### src/rtl/delay_input_conditioner.sv
// Front-end for the blinking-LED path: synchronises and debounces KEY1 and the
// delay switches, then emits a one-cycle update strobe with a registered delay.
module delay_input_conditioner #(
  parameter int TICKS_PER_MS = 50000,
  parameter int DEBOUNCE_MS  = 10,
  parameter int WIDTH        = 14
) (
  input  logic             clk,
  input  logic             KEY0,
  input  logic             KEY1,
  input  logic [WIDTH-1:0] switches,
  output logic             update,
  output logic [WIDTH-1:0] delay,
  output logic             key_held
);
  localparam int N  = DEBOUNCE_MS * TICKS_PER_MS;
  localparam int CW = $clog2(N + 1);
  localparam logic [CW-1:0] N_C   = CW'(N);
  localparam logic [CW-1:0] NM1_C = CW'(N - 1);

  typedef enum logic [1:0] {IDLE, PRESS_WAIT, HELD, RELEASE_WAIT} state_t;

  logic [1:0]            key_pipe;
  logic [1:0][WIDTH-1:0] sw_pipe;
  logic                  key_s;
  logic [WIDTH-1:0]      sw_s;

  state_t                state, state_nxt;
  logic [CW-1:0]         cnt, cnt_nxt;
  logic                  upd_nxt;

  logic [WIDTH-1:0]      sw_prev, sw_stable;
  logic [CW-1:0]         sw_cnt;

  assign key_s = key_pipe[1];
  assign sw_s  = sw_pipe[1];

  // Two-flop synchronisers; key idles released (1) so a held key is seen as a new press
  always_ff @(posedge clk or negedge KEY0) begin
    if (!KEY0) begin
      key_pipe <= 2'b11;
      sw_pipe  <= '0;
    end else begin
      key_pipe <= {key_pipe[0], KEY1};
      sw_pipe  <= {sw_pipe[0], switches};
    end
  end

  // Key FSM state, counter and the registered update strobe
  always_ff @(posedge clk or negedge KEY0) begin
    if (!KEY0) begin
      state  <= IDLE;
      cnt    <= '0;
      update <= 1'b0;
    end else begin
      state  <= state_nxt;
      cnt    <= cnt_nxt;
      update <= upd_nxt;
    end
  end

  // Next-state: counter holds cycles already debounced, so hitting N-1 means this edge is the Nth
  always_comb begin
    state_nxt = state;
    cnt_nxt   = cnt;
    upd_nxt   = 1'b0;
    case (state)
      IDLE: if (!key_s) begin
        state_nxt = PRESS_WAIT;
        cnt_nxt   = '0;
      end
      PRESS_WAIT: begin
        if (key_s) state_nxt = IDLE;
        else if (cnt == NM1_C) begin
          state_nxt = HELD;
          cnt_nxt   = '0;
          upd_nxt   = 1'b1;
        end else cnt_nxt = cnt + CW'(1);
      end
      HELD: if (key_s) begin
        state_nxt = RELEASE_WAIT;
        cnt_nxt   = '0;
      end
      RELEASE_WAIT: begin
        if (!key_s) state_nxt = HELD;
        else if (cnt == NM1_C) begin
          state_nxt = IDLE;
          cnt_nxt   = '0;
        end else cnt_nxt = cnt + CW'(1);
      end
      default: state_nxt = IDLE;
    endcase
  end

  assign key_held = (state == HELD) || (state == RELEASE_WAIT);

  // Switch filter: any change restarts the count; once saturated the vector is accepted
  always_ff @(posedge clk or negedge KEY0) begin
    if (!KEY0) begin
      sw_prev   <= '0;
      sw_cnt    <= '0;
      sw_stable <= WIDTH'(1);
    end else begin
      sw_prev <= sw_s;
      if (sw_s != sw_prev)  sw_cnt    <= '0;
      else if (sw_cnt != N_C) sw_cnt  <= sw_cnt + CW'(1);
      else                  sw_stable <= sw_s;
    end
  end

  // Delay loads alongside the strobe, using the stable vector from before this edge; 0 clamps to 1
  always_ff @(posedge clk or negedge KEY0) begin
    if (!KEY0)        delay <= WIDTH'(1);
    else if (upd_nxt) delay <= (sw_stable == '0) ? WIDTH'(1) : sw_stable;
  end
endmodule

### config.mk
export PLATFORM = sky130hd
export DESIGN_NAME = delay_input_conditioner
export DESIGN_NICKNAME = d
export VERILOG_FILES = /design/src/rtl/delay_input_conditioner.sv
export SDC_FILE = /design/constraint.sdc
export NUM_CORES = 1
export LEC_CHECK = 0
export ABC_AREA = 1
export CAP_MARGIN = 20
export CORE_ASPECT_RATIO = 0.6
export CORE_UTILIZATION = 53
export DETAILED_ROUTE_END_ITERATION = 8
export PLACE_DENSITY = 0.76
export SYNTH_ARGS = -nofsm -noshare
export SYNTH_HDL_FRONTEND = slang
export SYNTH_SLANG_ARGS = --single-unit
### constraint.sdc
create_clock -name clk -period 1.42 [get_ports clk]
set_clock_uncertainty 0.1 [all_clocks]
set_input_delay 0.284 -clock clk [delete_from_list [all_inputs] [get_ports clk]]
set_output_delay 0.284 -clock clk [all_outputs]
set_load 0.01 [all_outputs]
; Word-level counts from Yosys, hierarchy flattened
; Cells that the tools add are included.
[totals]
regBits = 113
latch_bits = 0
ramBits = 0
mem_bits_ro = 0
in_bits = 17
out_inout_bits = 16
elab_cells = 52
n_memories = 0
[classes]
addsub = 2
multipliers = 0
n_div = 0
order_cmp = 0
n_eq_ne = 12
n_shift = 0
mux = 19
n_bitwise = 2
n_reduce_logical = 7
[ops]
columns = cell, n
row1 = $mux 19, 7
row2 = $pmux 19 s4, 1
row3 = $add 19x1->19 const B, 2
row4 = $eq 19x19->1 const B, 1
row5 = $ne 19x19->1 const B, 1
row6 = $logic_not 14->1, 1
row7 = $mux 14, 1
row8 = $ne 14x14->1, 1
row9 = $mux 2, 6
row10 = $ne 2x2->1 const B, 4
row11 = $pmux 2 s4, 1
row12 = $reduce_and 4->1, 2
row13 = $ne 3x3->1 const B, 2
row14 = $eq 2x2->1 const B, 2
row15 = $mux 1, 3
row16 = $eq 2x1->1 const B, 1
row17 = $logic_not 2->1, 1
row18 = $not 1->1, 2
row19 = $reduce_and 2->1, 1
row20 = $reduce_bool 2->1, 1
row21 = $logic_or 1x1->1, 1

; Longest topological paths before layout
[depth]
word_depth = 4
depth_mapped = 11
ltp_nobuf = 11

; Least setup slack after synthesis
; No wires, ideal clock.
[synth_timing]
kind = register -> register
startpoint = register cnt[0]
endpoint = register delay[12]
setup_time_ns = 0.117
t_arrival_ns = 1.317
required_time_ns = 1.203
path_slack_ns = -0.114
stages_incl_launch_ff = 9
path_buffers = 0
synth_period_minus_slack_ns = 1.534
path_cell_list = dfrtp_1 ha_1 nand3_2 nor2_2 nand3_2 nor2_4 nand2_1 o21ai_1 inv_1
[synth_between]
elab_chain_cells = 4
[synth_rtl]
columns = item, line_no
row1 = from (decl), 29  ; logic [CW-1:0] cnt, cnt_nxt;
row2 = from (signal assigned), 57  ; cnt <= cnt_nxt;
row3 = $eq 19x19->1, 74  ; else if (cnt == NM1_C) begin
row4 = $mux 1, 74
row5 = $mux 1, 73  ; if (key_s) state_nxt = IDLE;
row6 = $mux 1, 67  ; case (state)
row7 = to (signal assigned), 114  ; else if (upd_nxt) delay <= (sw_stable == '0) ? WIDTH'(1) : sw_stable;
row8 = to (decl), 13  ; output logic [WIDTH-1:0] delay,
; No other way between the ends.
; A chain may end at the register's enable or synchronous reset.

; Worst setup path in the final report
[layout_timing]
startpoint = register sw_pipe (netlist bit sw_s[6])
endpoint = register sw_stable[12]
[layout_between]
elab_chain_cells = 3
[layout_rtl]
columns = item, line_no
row1 = from (decl), 24  ; logic [1:0][WIDTH-1:0] sw_pipe;
row2 = from (signal assigned), 45  ; sw_pipe <= {sw_pipe[0], switches};
row3 = $ne 14x14->1, 105  ; if (sw_s != sw_prev) sw_cnt <= '0;
row4 = $not 1->1 (no source line), --
row5 = $reduce_and 2->1 (no source line), --
row6 = to (signal assigned), 107  ; else sw_stable <= sw_s;
row7 = to (decl), 32  ; logic [WIDTH-1:0] sw_prev, sw_stable;
; No other way between the ends.

==> run summary <==
Crit Path Category -> reg -> reg
Initial DRC Count -> 817
synth unique cells -> 37
clk_lat worst skew -> 420 ps
Setup crit end -> sw_stable[12]$_DFFE_PN0P_
CP endpoint kind -> register
largest net degree at the start of global routing -> 34
cells after synthesis -> 610
Critical R2R Capture -> sw_stable[12]$_DFFE_PN0P_
CTS tree -> done
Final Hold Violating Endpoints -> 0
multi-input logic area -> 2520 sq um
drt pass-1 iters -> 7
Worst setup startpoint -> sw_s[6]$_DFF_PN0_
crit path launch type -> register
H-Tree Depth -> 4
share of cells above drive strength 1 -> 42.9%
Max Root-Sink Buffers -> 2
status -> finished with violations
Mapped Area -> 5290 sq um
crit-path max cell delay -> 420 ps
routability cong. -> 1.05
number of global-route vias before repair -> 5047
hold crit path type -> in -> reg
chip height -> 79.4 microns
core area -> 9430 sq um
final core occ -> 85.7%
Post-DRT Antenna Nets -> 0
Die ar. -> 10400 sq um
CTS Buf Count -> 17
synth warn -> 0
Setup WS post-layout -> -384 ps
Initial Util -> 56.1%
Stages on worst setup path -> 9
worst endpoint required time -> 1620 ps
DR WL/cell -> 20.6 microns
Synth Flop Type -> dfrtp_1
Mean Syn Cell Area -> 8.67 sq um
Die W -> 131 microns
reg-to-reg startpoint -> sw_s[6]$_DFF_PN0_
Slowest-stage cell, CP -> dfrtp_1
Nets -> 829
Static Leak -> 4.02 nW
max cap viols -> 0
# port buffers -> 32
via count -> 5621
Final period util -> 127%
R2R setup slack -> -380 ps
critical path arrival -> 2010 ps
DRC violations left -> 0
largest area contributor in the netlist -> dfrtp_1
final-report max-slew violation count -> 0
ant diodes -> 0
Final TNS setup -> -17640 ps
CP top delay family -> simple AND/OR/NAND/NOR gates
first-pass GRT wire length -> 25400 microns
worst slew margin relative to its limit -> 70.8%
register area -> 2840 sq um
GRT Residual Overflow -> 0
failing checks -> setup timing
fillers -> 381
CP most frequent cell -> nand2_1
Peak supply drop -> 1.10 mV
Worst Tran Pin Value -> 434 ps
Worst-path clk slew -> 60 ps
initial antenna violation count -> 0
crit-path max FO -> 7
Setup violations, final -> 70
Worst Reg-to-Reg Cells -> 9
Buf/Inv on CP -> 2
Cell Chain, Critical Path -> inv_1 -> nand2_1 -> a21oi_2 -> nand2_2 -> nor2_8 -> buf_6 -> nand3_4 -> nand2_1 -> nand2_1
CTS root buf -> clkbuf_16
top cells by count, synth -> nand2_1, dfrtp_1, nor2_1
Cells after DPL -> 874
Hold Crit Start -> KEY1
Layout Cells excl Fill -> 952
clk sinks -> 113
row count -> 27
final wirelength -> 19600 microns
area added between synthesis and finish -> 52.7%
# IOs -> 33
Fin Hold WS -> 170 ps
post-synthesis sequential area ratio -> 53.6%
crit path time final -> 1800 ps
post-synth top area share -> 51.6%
hpwl dp -> 10000 microns
synthesis-stage register bit count -> 113
pwr dens -> 1020 nW/um^2
EDFF count, synth -> 0
total track usage -> 33.6%
syn nets -> 630
most common cell in the netlist -> nand2_1
Synth area leaders -> dfrtp_1, nand2_1, nor2_1
Achievable Freq -> 554 MHz
RSZ-0062 raised after global routing -> true
ys async rst share -> 100%
Via density -> 5.90
[timing repair]
item	4_1_cts	5_1_grt
gates resized for setup	126	84
setup buffers	22	20
hold endpoints to repair	50	0
pin swaps	39	42
setup endpoints to repair	85	82
cloned	3	1
hold buffers	1	0
[cell type report]
cell class	instances	area share [%]
Timing Repair Buffer	187	19.9
Clock inverter	10	1.64
Tap cell	130	2.01
Clock buffer	22	5.87
Sequential cell	113	35.1
Timing Repair inverter	1	0.0930
Multi-Input combinational cell	400	31.2
Inverter	89	4.26
[worst register-to-register path, cell delays in order, from the launching register on]
cell and delay (ps):
dfrtp_1 420, inv_1 70, nand2_1 100, a21oi_2 250
nand2_2 140, nor2_8 150, buf_6 120, nand3_4 120
nand2_1 140, nand2_1 80
[worst min-delay path by stage]
| stage | cells after the start | slack [ps] | to |
|---|---|---|---|
| 2_1_floorplan | 0 | -110 | asynchronous set/reset pin |
| 3_3_place_gp | 1 | 110 | cnt[17]$_DFFE_PN0P_ |
| 3_5_place_dp | 1 | 120 | cnt[17]$_DFFE_PN0P_ |
| 4_1_cts | 1 | 160 | key_pipe[0]$_DFF_PN1_ |
| 5_1_grt | 1 | 170 | key_pipe[0]$_DFF_PN1_ |
| 6_report | 1 | 170 | key_pipe[0]$_DFF_PN1_ |
[cells in the final DEF (no fill, tap or decap), drive strengths merged, types with 9 or more instances in the layout]
cell	n
o21ai	20
dfrtp	109
nand4	33
clkbuf	30
clkdlybuf4s50	15
nor3	24
nand3	25
nor2	98
a21oi	9
nand2	167
inv	88
buf	162
[stage by stage]
step	power, W	area, sq um	setup WS (ps)
after floorplan	0.00352	5310	-74.4
after global placement	0.00375	6600	-226
after detailed placement	0.00377	6600	-230
after CTS	0.00816	7710	-192
after global routing	0.00847	8080	-450
final	0.00827	8080	-384
[kinds of logic after synthesis]
group,after synthesis,synth area share [%]
adders and majority gates,3,0.710
DFF,113,53.6
AOI/OAI and AO/OA,33,3.95
buffers and inverters,98,7.71
and+or+nand+nor,351,32.1
xor gates and xnor gates,11,1.82
muxes,1,0.189
[power breakdown]
group,total (W),internal (W),switching (W)
combinational,0.000495,0.000221,0.000275
clock,0.00441,0.00288,0.00153
sequential,0.00337,0.00330,0.0000641
total,0.00827,0.00640,0.00187
[registers in the layout (all words and copies together) (netlist names), named ones only]
| signal | count |
|---|---|
| update | 1 |
| sw_s | 14 |
| key_pipe | 2 |
| delay | 14 |
| cnt | 19 |
| state | 1 |
| sw_cnt | 19 |
| sw_prev | 14 |
| sw_pipe | 14 |
| sw_stable | 14 |
[layer usage]
metal	routed length (microns)	share of wire, %	GRT usage (%)
met1	7420	38	46.1
met2	8520	43	49.2
met4	1080	5.5	12.6
met3	2560	13	11.7
met5	0	0	0
(Power assumes the default switching activity.)
